### config.mk
export PLATFORM = sky130hd
export DESIGN_NAME = tia_audio_voices
export DESIGN_NICKNAME = d
export VERILOG_FILES = /design/src/rtl/tia_audio_pkg.sv /design/src/rtl/tia_audio_voice.sv /design/src/rtl/tia_audio_voices.sv
export SDC_FILE = /design/constraint.sdc
export NUM_CORES = 1
export LEC_CHECK = 0
export ABC_AREA = 1
export BUFFER_PORTS_ARGS = -buffer_cell sky130_fd_sc_hd__buf_2
export CELL_PAD_IN_SITES_DETAIL_PLACEMENT = 1
export CELL_PAD_IN_SITES_GLOBAL_PLACEMENT = 1
export CORE_MARGIN = 3
export CORE_UTILIZATION = 30
export DETAILED_ROUTE_END_ITERATION = 10
export PLACE_DENSITY_LB_ADDON = 0.2
export SYNTH_ARGS = -nofsm -noshare
export SYNTH_HDL_FRONTEND = slang
export SYNTH_HIERARCHICAL = 1
export SYNTH_SLANG_ARGS = --single-unit
### constraint.sdc
create_clock -name clk -period 4.65 [get_ports clk]
set_clock_uncertainty 0.15 [all_clocks]
set_input_delay 0.6975 -clock clk [delete_from_list [all_inputs] [get_ports clk]]
set_output_delay 0.6975 -clock clk [all_outputs]
set_load 0.01 [all_outputs]
### src/rtl/tia_audio_pkg.sv
// Shared constants and helpers for the TIA-style audio voices.
// Mode codes, poly seeds/taps and divider limits live here.
package tia_audio_pkg;

  typedef enum logic [1:0] {
    SEL_AUDC = 2'd0,
    SEL_AUDF = 2'd1,
    SEL_AUDV = 2'd2,
    SEL_RSVD = 2'd3
  } sel_e;

  localparam logic [3:0] AUDC_SET0     = 4'h0;
  localparam logic [3:0] AUDC_POLY4    = 4'h1;
  localparam logic [3:0] AUDC_DIV31_P4 = 4'h2;
  localparam logic [3:0] AUDC_P5_P4    = 4'h3;
  localparam logic [3:0] AUDC_TONE     = 4'h4;
  localparam logic [3:0] AUDC_TONE_B   = 4'h5;
  localparam logic [3:0] AUDC_DIV31    = 4'h6;
  localparam logic [3:0] AUDC_POLY5    = 4'h7;
  localparam logic [3:0] AUDC_POLY9    = 4'h8;
  localparam logic [3:0] AUDC_POLY5_B  = 4'h9;
  localparam logic [3:0] AUDC_DIV31_B  = 4'hA;
  localparam logic [3:0] AUDC_SET1     = 4'hB;
  localparam logic [3:0] AUDC_TONE3    = 4'hC;
  localparam logic [3:0] AUDC_TONE3_B  = 4'hD;
  localparam logic [3:0] AUDC_DIV93    = 4'hE;
  localparam logic [3:0] AUDC_P5_DIV3  = 4'hF;

  localparam logic [3:0] POLY4_SEED = 4'hF;
  localparam logic [4:0] POLY5_SEED = 5'h1F;
  localparam logic [8:0] POLY9_SEED = 9'h1FF;
  localparam int P4_TAP = 1;
  localparam int P5_TAP = 2;
  localparam int P9_TAP = 4;

  localparam logic [4:0] DIV31_HI  = 5'd18;
  localparam logic [4:0] DIV31_MAX = 5'd30;
  localparam logic [1:0] DIV3_MAX  = 2'd2;

  function automatic logic [3:0] adv4(input logic [3:0] p);
    return {p[0] ^ p[P4_TAP], p[3:1]};
  endfunction

  function automatic logic [4:0] adv5(input logic [4:0] p);
    return {p[0] ^ p[P5_TAP], p[4:1]};
  endfunction

  function automatic logic [8:0] adv9(input logic [8:0] p);
    return {p[0] ^ p[P9_TAP], p[8:1]};
  endfunction

  function automatic logic [4:0] inc31(input logic [4:0] d);
    return (d == DIV31_MAX) ? 5'd0 : d + 5'd1;
  endfunction

  function automatic logic [1:0] inc3(input logic [1:0] d);
    return (d == DIV3_MAX) ? 2'd0 : d + 2'd1;
  endfunction

endpackage

### src/rtl/tia_audio_voice.sv
// One audio voice: frequency divider, poly counters, mode decode.
// The sample register loads on every audio tick.
module tia_audio_voice
  import tia_audio_pkg::*;
#(
  parameter int FREQ_W = 5,
  parameter int VOL_W  = 4
) (
  input  logic              clk,
  input  logic              rst,
  input  logic              tick,
  input  logic [3:0]        audc,
  input  logic [FREQ_W-1:0] audf,
  input  logic [VOL_W-1:0]  audv,
  output logic [VOL_W-1:0]  sample_d,
  output logic [VOL_W-1:0]  sample
);

  logic [FREQ_W-1:0] div, div_n;
  logic [1:0] d3, d3_n;
  logic [4:0] d31, d31_n;
  logic tone, tone_n;
  logic [3:0] p4, p4_n;
  logic [4:0] p5, p5_n;
  logic [8:0] p9, p9_n;
  logic step, bit_n;

  always_comb begin
    step   = (div == audf);
    div_n  = step ? '0 : div + 1'b1;
    d3_n   = d3;
    d31_n  = d31;
    tone_n = tone;
    p4_n   = p4;
    p5_n   = p5;
    p9_n   = p9;
    if (step) begin
      unique case (audc)
        AUDC_POLY4: p4_n = adv4(p4);
        AUDC_DIV31_P4: begin
          d31_n = inc31(d31);
          if (d31_n == 5'd0 || d31_n == DIV31_HI)
            p4_n = adv4(p4);
        end
        AUDC_P5_P4: begin
          p5_n = adv5(p5);
          if (p5_n[0])
            p4_n = adv4(p4);
        end
        AUDC_TONE, AUDC_TONE_B: tone_n = ~tone;
        AUDC_DIV31, AUDC_DIV31_B: d31_n = inc31(d31);
        AUDC_POLY5, AUDC_POLY5_B: p5_n = adv5(p5);
        AUDC_POLY9: p9_n = adv9(p9);
        AUDC_TONE3, AUDC_TONE3_B: begin
          d3_n = inc3(d3);
          if (d3_n == 2'd0)
            tone_n = ~tone;
        end
        AUDC_DIV93: begin
          d3_n = inc3(d3);
          if (d3_n == 2'd0)
            d31_n = inc31(d31);
        end
        AUDC_P5_DIV3: begin
          d3_n = inc3(d3);
          if (d3_n == 2'd0)
            p5_n = adv5(p5);
        end
        default: ;
      endcase
    end
  end

  // Output bit is taken from post-step state so the tick's step is audible.
  always_comb begin
    unique case (audc)
      AUDC_POLY4, AUDC_DIV31_P4, AUDC_P5_P4:
        bit_n = p4_n[0];
      AUDC_TONE, AUDC_TONE_B, AUDC_TONE3, AUDC_TONE3_B:
        bit_n = tone_n;
      AUDC_DIV31, AUDC_DIV31_B, AUDC_DIV93:
        bit_n = (d31_n < DIV31_HI);
      AUDC_POLY5, AUDC_POLY5_B, AUDC_P5_DIV3:
        bit_n = p5_n[0];
      AUDC_POLY9:
        bit_n = p9_n[0];
      default:
        bit_n = 1'b1;
    endcase
  end

  assign sample_d = bit_n ? audv : '0;

  always_ff @(posedge clk or posedge rst) begin
    if (rst) begin
      div    <= '0;
      d3     <= '0;
      d31    <= '0;
      tone   <= 1'b0;
      p4     <= POLY4_SEED;
      p5     <= POLY5_SEED;
      p9     <= POLY9_SEED;
      sample <= '0;
    end else if (tick) begin
      div    <= div_n;
      d3     <= d3_n;
      d31    <= d31_n;
      tone   <= tone_n;
      p4     <= p4_n;
      p5     <= p5_n;
      p9     <= p9_n;
      sample <= sample_d;
    end
  end

endmodule

### src/rtl/tia_audio_voices.sv
// Multi-voice TIA-style audio: register file, NUM_CH voices, mixer.
// mix_out and ch_out update together, one cycle after audio_tick.
module tia_audio_voices
  import tia_audio_pkg::*;
#(
  parameter int NUM_CH = 2,
  parameter int FREQ_W = 5,
  parameter int VOL_W  = 4,
  localparam int CH_W  = (NUM_CH > 1) ? $clog2(NUM_CH) : 1,
  localparam int MIX_W = VOL_W + $clog2(NUM_CH + 1)
) (
  input  logic                    clk,
  input  logic                    rst,
  input  logic                    audio_tick,
  input  logic                    wr_en,
  input  logic [CH_W+1:0]         wr_addr,
  input  logic [7:0]              wr_data,
  output logic [NUM_CH*VOL_W-1:0] ch_out,
  output logic [MIX_W-1:0]        mix_out,
  output logic                    sample_valid
);

  logic [3:0]        audc_r [NUM_CH];
  logic [FREQ_W-1:0] audf_r [NUM_CH];
  logic [VOL_W-1:0]  audv_r [NUM_CH];
  logic [VOL_W-1:0]  smp_d  [NUM_CH];
  logic [MIX_W-1:0]  mix_d;

  logic [CH_W-1:0] wr_ch;
  sel_e            wr_sel;
  logic            wr_ok;
  logic            unused_wr;

  assign wr_ch     = wr_addr[CH_W+1:2];
  assign wr_sel    = sel_e'(wr_addr[1:0]);
  assign wr_ok     = wr_en && (int'(wr_ch) < NUM_CH) &&
                     (wr_sel != SEL_RSVD);
  assign unused_wr = ^wr_data;

  always_ff @(posedge clk or posedge rst) begin
    if (rst) begin
      for (int i = 0; i < NUM_CH; i++) begin
        audc_r[i] <= '0;
        audf_r[i] <= '0;
        audv_r[i] <= '0;
      end
    end else if (wr_ok) begin
      unique case (wr_sel)
        SEL_AUDC: audc_r[wr_ch] <= wr_data[3:0];
        SEL_AUDF: audf_r[wr_ch] <= wr_data[FREQ_W-1:0];
        SEL_AUDV: audv_r[wr_ch] <= wr_data[VOL_W-1:0];
        SEL_RSVD: ;
      endcase
    end
  end

  for (genvar g = 0; g < NUM_CH; g++) begin : g_voice
    tia_audio_voice #(
      .FREQ_W(FREQ_W),
      .VOL_W (VOL_W)
    ) u_voice (
      .clk     (clk),
      .rst     (rst),
      .tick    (audio_tick),
      .audc    (audc_r[g]),
      .audf    (audf_r[g]),
      .audv    (audv_r[g]),
      .sample_d(smp_d[g]),
      .sample  (ch_out[g*VOL_W +: VOL_W])
    );
  end

  // Sum the voices' next samples so the mix lands with ch_out.
  always_comb begin
    mix_d = '0;
    for (int i = 0; i < NUM_CH; i++)
      mix_d = mix_d + MIX_W'(smp_d[i]);
  end

  always_ff @(posedge clk or posedge rst) begin
    if (rst) begin
      mix_out      <= '0;
      sample_valid <= 1'b0;
    end else begin
      sample_valid <= audio_tick;
      if (audio_tick)
        mix_out <= mix_d;
    end
  end

endmodule
* Yosys cells after proc, flatten, opt, wreduce, memory -nomap -nowiden
Cells that the tools add are included.
** Word-level totals
- Register bits after elaboration :: 103
- Input bits :: 15
- Logic and storage cells :: 184
** Cells by class
- $add $sub $neg :: 7
- Magnitude comparators :: 4
- Eq/ne operators :: 45
- Multiplexer cells :: 47
- Bitwise gates (word level) :: 9
- Reductions and logical operators :: 42
** Operators with widths (number)
- == test 4 bit (second input constant) :: 14
- 2-to-1 mux 5 bit :: 11
- one-hot mux 5 bit (2 select lines) :: 4
- == test 4 x 3 -> 1 bit (second input constant) :: 8
- OR reduction 3 bit :: 10
- 2-to-1 mux 4 bit :: 7
- one-hot mux 4 bit (3 select lines) :: 2
- adder 5 x 1 -> 5 bit (second input constant) :: 4
- == test 5 bit (second input constant) :: 4
- bitwise mux 8 bit :: 2
- == test 4 x 2 -> 1 bit (second input constant) :: 4
- OR reduction 4 bit :: 4
- 2-to-1 mux 1 bit :: 12
- != test 2 x 1 -> 1 bit (second input constant) :: 6
- AND reduction 3 bit :: 4
- bitwise mux 10 bit :: 1
- == test 5 bit :: 2
- logical NOT 5 bit :: 2
- < comparator 5 bit (second input constant) :: 2
- one-hot mux 1 bit (5 select lines) :: 2
- AND reduction 5 bit :: 2
- == test 4 x 1 -> 1 bit (second input constant) :: 2
- AND reduction 4 bit :: 2
- OR reduction 2 bit :: 4
- other kinds (20) :: 39

* Depth between registers and ports, before layout
- Depth in word-level cells :: 10
- Mapped depth :: 21

* Modules after synthesis
Netlist, hierarchy kept.
** Modules (own cells, without submodules)
- tia_audio_voice :: instances 2, cells each 292, area an instance 2158.3 sq um
- tia_audio_voices :: instances 1, cells each 139, area an instance 1327.5 sq um

* Worst setup path before layout
No wires, ideal clock.
- Path type :: reg2reg
- Start :: register g_voice[1].u_voice.d31[0]
- End :: register mix_out[4]
- Library setup time :: 0.126 ns
- Data arrival time :: 2.541 ns
- Required time :: 4.374 ns
- Slack :: 1.834 ns
- Cell stages (with the launch flop) :: 20
- Period minus slack after synthesis :: 2.816 ns
- Cells stage by stage :: dfrtp_1 -> inv_1 -> ha_1 -> nand4_2 -> nand3_1 -> nand2_1 -> o21bai_4 -> nand2_1 -> nand2_1 -> nand2_1 -> nand2_1 -> nand2_2 -> inv_2 -> nor2_1 -> ha_1 -> fa_1 -> nand2_1 -> inv_1 -> o21ai_0 -> a21oi_1
** RTL lines
- start, declared :: RTL line tia_audio_voice.sv:21 : logic [4:0] d31, d31_n;
- start signal, assigned :: RTL line tia_audio_voice.sv:107 : d31 <= d31_n;
- end signal, assigned :: RTL line tia_audio_voices.sv:87 : mix_out <= mix_d;
- end, declared :: RTL line tia_audio_voices.sv:19 : output logic [MIX_W-1:0] mix_out,

==> impl_metrics.env <==
export IMPL_status="completed"
export IMPL_p_switching_uw=1345
export IMPL_r2r_cells=19
export IMPL_h_tree_depth=3
export IMPL_critical_path_class="flop to flop"
export IMPL_first_global_vias=4928
export IMPL_grt_busiest_layer="met2"
export IMPL_cts_buffer_depth=2
export IMPL_swShare=0.3823
export IMPL_cp_arrival_ns=3.34
export IMPL_num_rows=49
export IMPL_die_w_um=143.2
export IMPL_gp_congestion=0.7992
export IMPL_ys_ff_latch=102
export IMPL_clock_root_buffer="clkbuf_16"
export IMPL_tightest_slew_ns=0.6725
export IMPL_finalWirelength_mm=13.61
export IMPL_avgViaCountPerCell=4.712
export IMPL_crit_path_frequent_cell="nand2_1"
export IMPL_cts_hold_buffers=0
export IMPL_start_kind="flop"
export IMPL_dr_total_vias=4646
export IMPL_yosysUniqueCellTypes=35
export IMPL_dp_hpwl_mm=10.28
export IMPL_syn_area_per_cell_um2=7.807
export IMPL_gr_usage_met3=0.02210
export IMPL_first_pass_iters=4
export IMPL_first_iter_violations=243
export IMPL_finalSetupViolCount=0
export IMPL_power_density_nw_per_um2=555.2
export IMPL_yosysWarnings=6
export IMPL_syn_nets=749
export IMPL_regToRegEndpoint="mix_out[4]"
export IMPL_maxCapViolCount=0
export IMPL_clkLatencyLatePin_ns=0.35
export IMPL_tns_ns=0
export IMPL_worstPathRequired_ns=4.73
export IMPL_multiInputGateArea_um2=2572
export IMPL_nNetsFinal=778
export IMPL_route_detailed_drc=0
export IMPL_hp_class="input port to async pin"
export IMPL_setup_ws_ns=1.394
export IMPL_path_cells="inv_1, ha_1, nand4_2, nand3_1, nand2_1, o21bai_4, nand2_1, nand2_1, nand2_1, nand2_1, nand2_2, inv_2, nor2_1, ha_1, fa_1, nand2_1, inv_1, o21ai_0, a21oi_1"
export IMPL_io_buffers=25
export IMPL_grt_usage=0.1429
export IMPL_p_int_uw=2173
export IMPL_max_freq_mhz=307.2
export IMPL_wl_per_cell_um=13.80
export IMPL_cts_tree="yes"
export IMPL_fp_dieArea_um2=20500
export IMPL_clkSinkCount=102
export IMPL_cts_resized=0
export IMPL_crit_path_max_incr_delay_ns=0.42
export IMPL_ios=30
export IMPL_r2r_slack_ns=1.39
export IMPL_start_util=0.3100
export IMPL_power_leakage_uw=0.003088
export IMPL_grt_ovfl_total=0
export IMPL_seqPwrFrac=0.438
export IMPL_crit_fanout=8
export IMPL_slowest_stage="dfrtp_1"
export IMPL_use_met1=0.2041
export IMPL_area_delta_synth_final_pct=12.26
export IMPL_fill_cells=2230
export IMPL_cts_buffers=9
export IMPL_seq_area_frac_synth=0.4602
export IMPL_pre_cts_ws_ns=1.385
export IMPL_clk_pin_slew_ns=0.07
export IMPL_drive_gt1_frac=0.1678
export IMPL_grt_pass1_wl_mm=23.68
export IMPL_syn_area_um2=5644
export IMPL_clkPwrFrac=0.230
export IMPL_rsz0062_at_grt="false"
export IMPL_slew_viol_final=0
export IMPL_n_antenna_cell=0
export IMPL_relSlewSlack=0.5500
export IMPL_netlist_instances=723
export IMPL_ant_nets=0
export IMPL_grt_max_degree=36
export IMPL_peakVddDrop_v=0.0002736
export IMPL_fin_crit_ns=3.256
export IMPL_cp_end_kind="flop"
export IMPL_grt_use_met2=0.2216
export IMPL_period_share=0.7002
export IMPL_die_y_um=143.2
export IMPL_antenna_found_initial=0
export IMPL_core_area_um2=18210
export IMPL_hold_violations=0
export IMPL_pwr_share_comb=0.332
export IMPL_register_area_um2=2597
export IMPL_r2r_start="g_voice[1].u_voice/d31[0]"
export IMPL_post_cts_buffers=0
## worst max-delay path: cells and delay by family, from the launching register on
| family | cells | cell delay [ns] |
|---|---|---|
| buffers and inverters | 3 | 0.29 |
| AND/OR/NAND/NOR | 10 | 1.02 |
| AO/OA/AOI/OAI | 3 | 0.41 |
| flip-flops | 1 | 0.42 |
| adder cells (fa/ha/maj) | 3 | 0.84 |
## routing by layer
metal / share of wire / wire length (um)
met3: 0.022 / 293
met1: 0.53 / 7171
met5: 0 / 0
met4: 0.014 / 196
met2: 0.44 / 5946
## cell type report
| type | instances | area share |
|---|---|---|
| Clock buffer | 12 | 0.04226 |
| Tap cell | 229 | 0.04522 |
| Clock inverter | 4 | 0.008294 |
| Multi-Input combinational cell | 503 | 0.4060 |
| Sequential cell | 102 | 0.4100 |
| Inverter | 107 | 0.06378 |
| Timing Repair Buffer | 29 | 0.02449 |
## power groups by stage
stage / Sequential, uW / Clock (uW) / Combinational, uW
finish: 1540 / 810 / 1170
global route: 1600 / 876 / 1370
CTS: 1550 / 839 / 1190
detailed placement: 1560 / 0 / 1180
global placement: 1540 / 0 / 1130
floorplan: 1480 / 0 / 929
## cell usage in the layout, fill, tap and decap left out, drive strengths merged
master	n
clkinvlp	3
o21ai	77
nor2	72
nand3b	2
nand2	217
o211ai	2
clkinv	2
conb	1
nand3	60
inv	105
nor3	2
o21bai	2
dfstp	36
and2	2
a22oi	2
fa	1
xnor2	4
ha	10
o31ai	3
xor2	6
mux2i	2
dfrtp	66
a21oi	16
nand4	18
buf	29
bufinv	1
clkbuf	12
mux2	4
## registers in the layout, indices dropped and copies added (netlist names), 4 cells and up
name and cells:
g_voice.u_voice/p9 18, audf_r 10, g_voice.u_voice/d31 10, g_voice.u_voice/div 10, g_voice.u_voice/p5 10, audc_r 8
audv_r 8, g_voice.u_voice/p4 8, g_voice.u_voice/sample 8, mix_out 5, g_voice.u_voice/d3 4
## how the worst max path moves through the flow
stage	from	endpoint	slack (ns)	cells past startpoint
3_3_place_gp	g_voice[0].u_voice/d31[0]	mix_out[4]	1.44	19
4_1_cts	g_voice[1].u_voice/d31[0]	mix_out[4]	1.37	19
6_report	g_voice[1].u_voice/d31[0]	mix_out[4]	1.39	19
2_1_floorplan	g_voice[1].u_voice/d31[0]	mix_out[4]	1.83	19
5_1_grt	g_voice[1].u_voice/d31[0]	mix_out[4]	1.08	19
3_5_place_dp	g_voice[1].u_voice/d31[0]	mix_out[4]	1.38	19
## stage by stage
stage               instance area (um2)  power, uW  std cells  hold slack, ns    util
floorplan                          5644       2408        723          0.2936       -
global placement                   6016       2676        970          0.3023  0.3304
detailed placement                 6016       2741        970          0.3098  0.3304
CTS                                6336       3579        986          0.3062  0.3480
global route                       6336       3840        986          0.3390  0.3480
finish                             6336       3518        986          0.3002  0.3480
## cells by family after synthesis
kind of cell,share of synthesized area
xor+xnor,0.01552
simple gates,0.3013
other cells,0.0006644
buf+inv,0.08402
flops,0.4602
mux,0.01419
fa+ha+maj,0.02572
compound gates,0.09843
## synthesized netlist by cell type, drive strengths merged
cell type / number / area (um2)
o31ai: 3 / 22.52
mux2i: 2 / 20.02
clkbuf: 2 / 7.510
fa: 1 / 20.02
nand4: 18 / 125.1
a21oi: 16 / 80.08
xor2: 6 / 52.55
conb: 1 / 3.750
nand3b: 2 / 15.01
dfstp: 36 / 945.9
buf: 9 / 62.56
clkinv: 2 / 10.01
dfrtp: 66 / 1652
mux2: 4 / 60.06
o21bai: 2 / 37.54
inv: 105 / 394.1
nor2: 72 / 342.8
xnor2: 4 / 35.03
nand2: 217 / 834.6
a22oi: 2 / 15.01
and2: 2 / 12.51
nor3: 2 / 10.01
o211ai: 2 / 15.01
nand3: 60 / 360.3
o21ai: 77 / 385.4
ha: 10 / 125.1
Note: power is estimated with default switching activity, not from simulation.
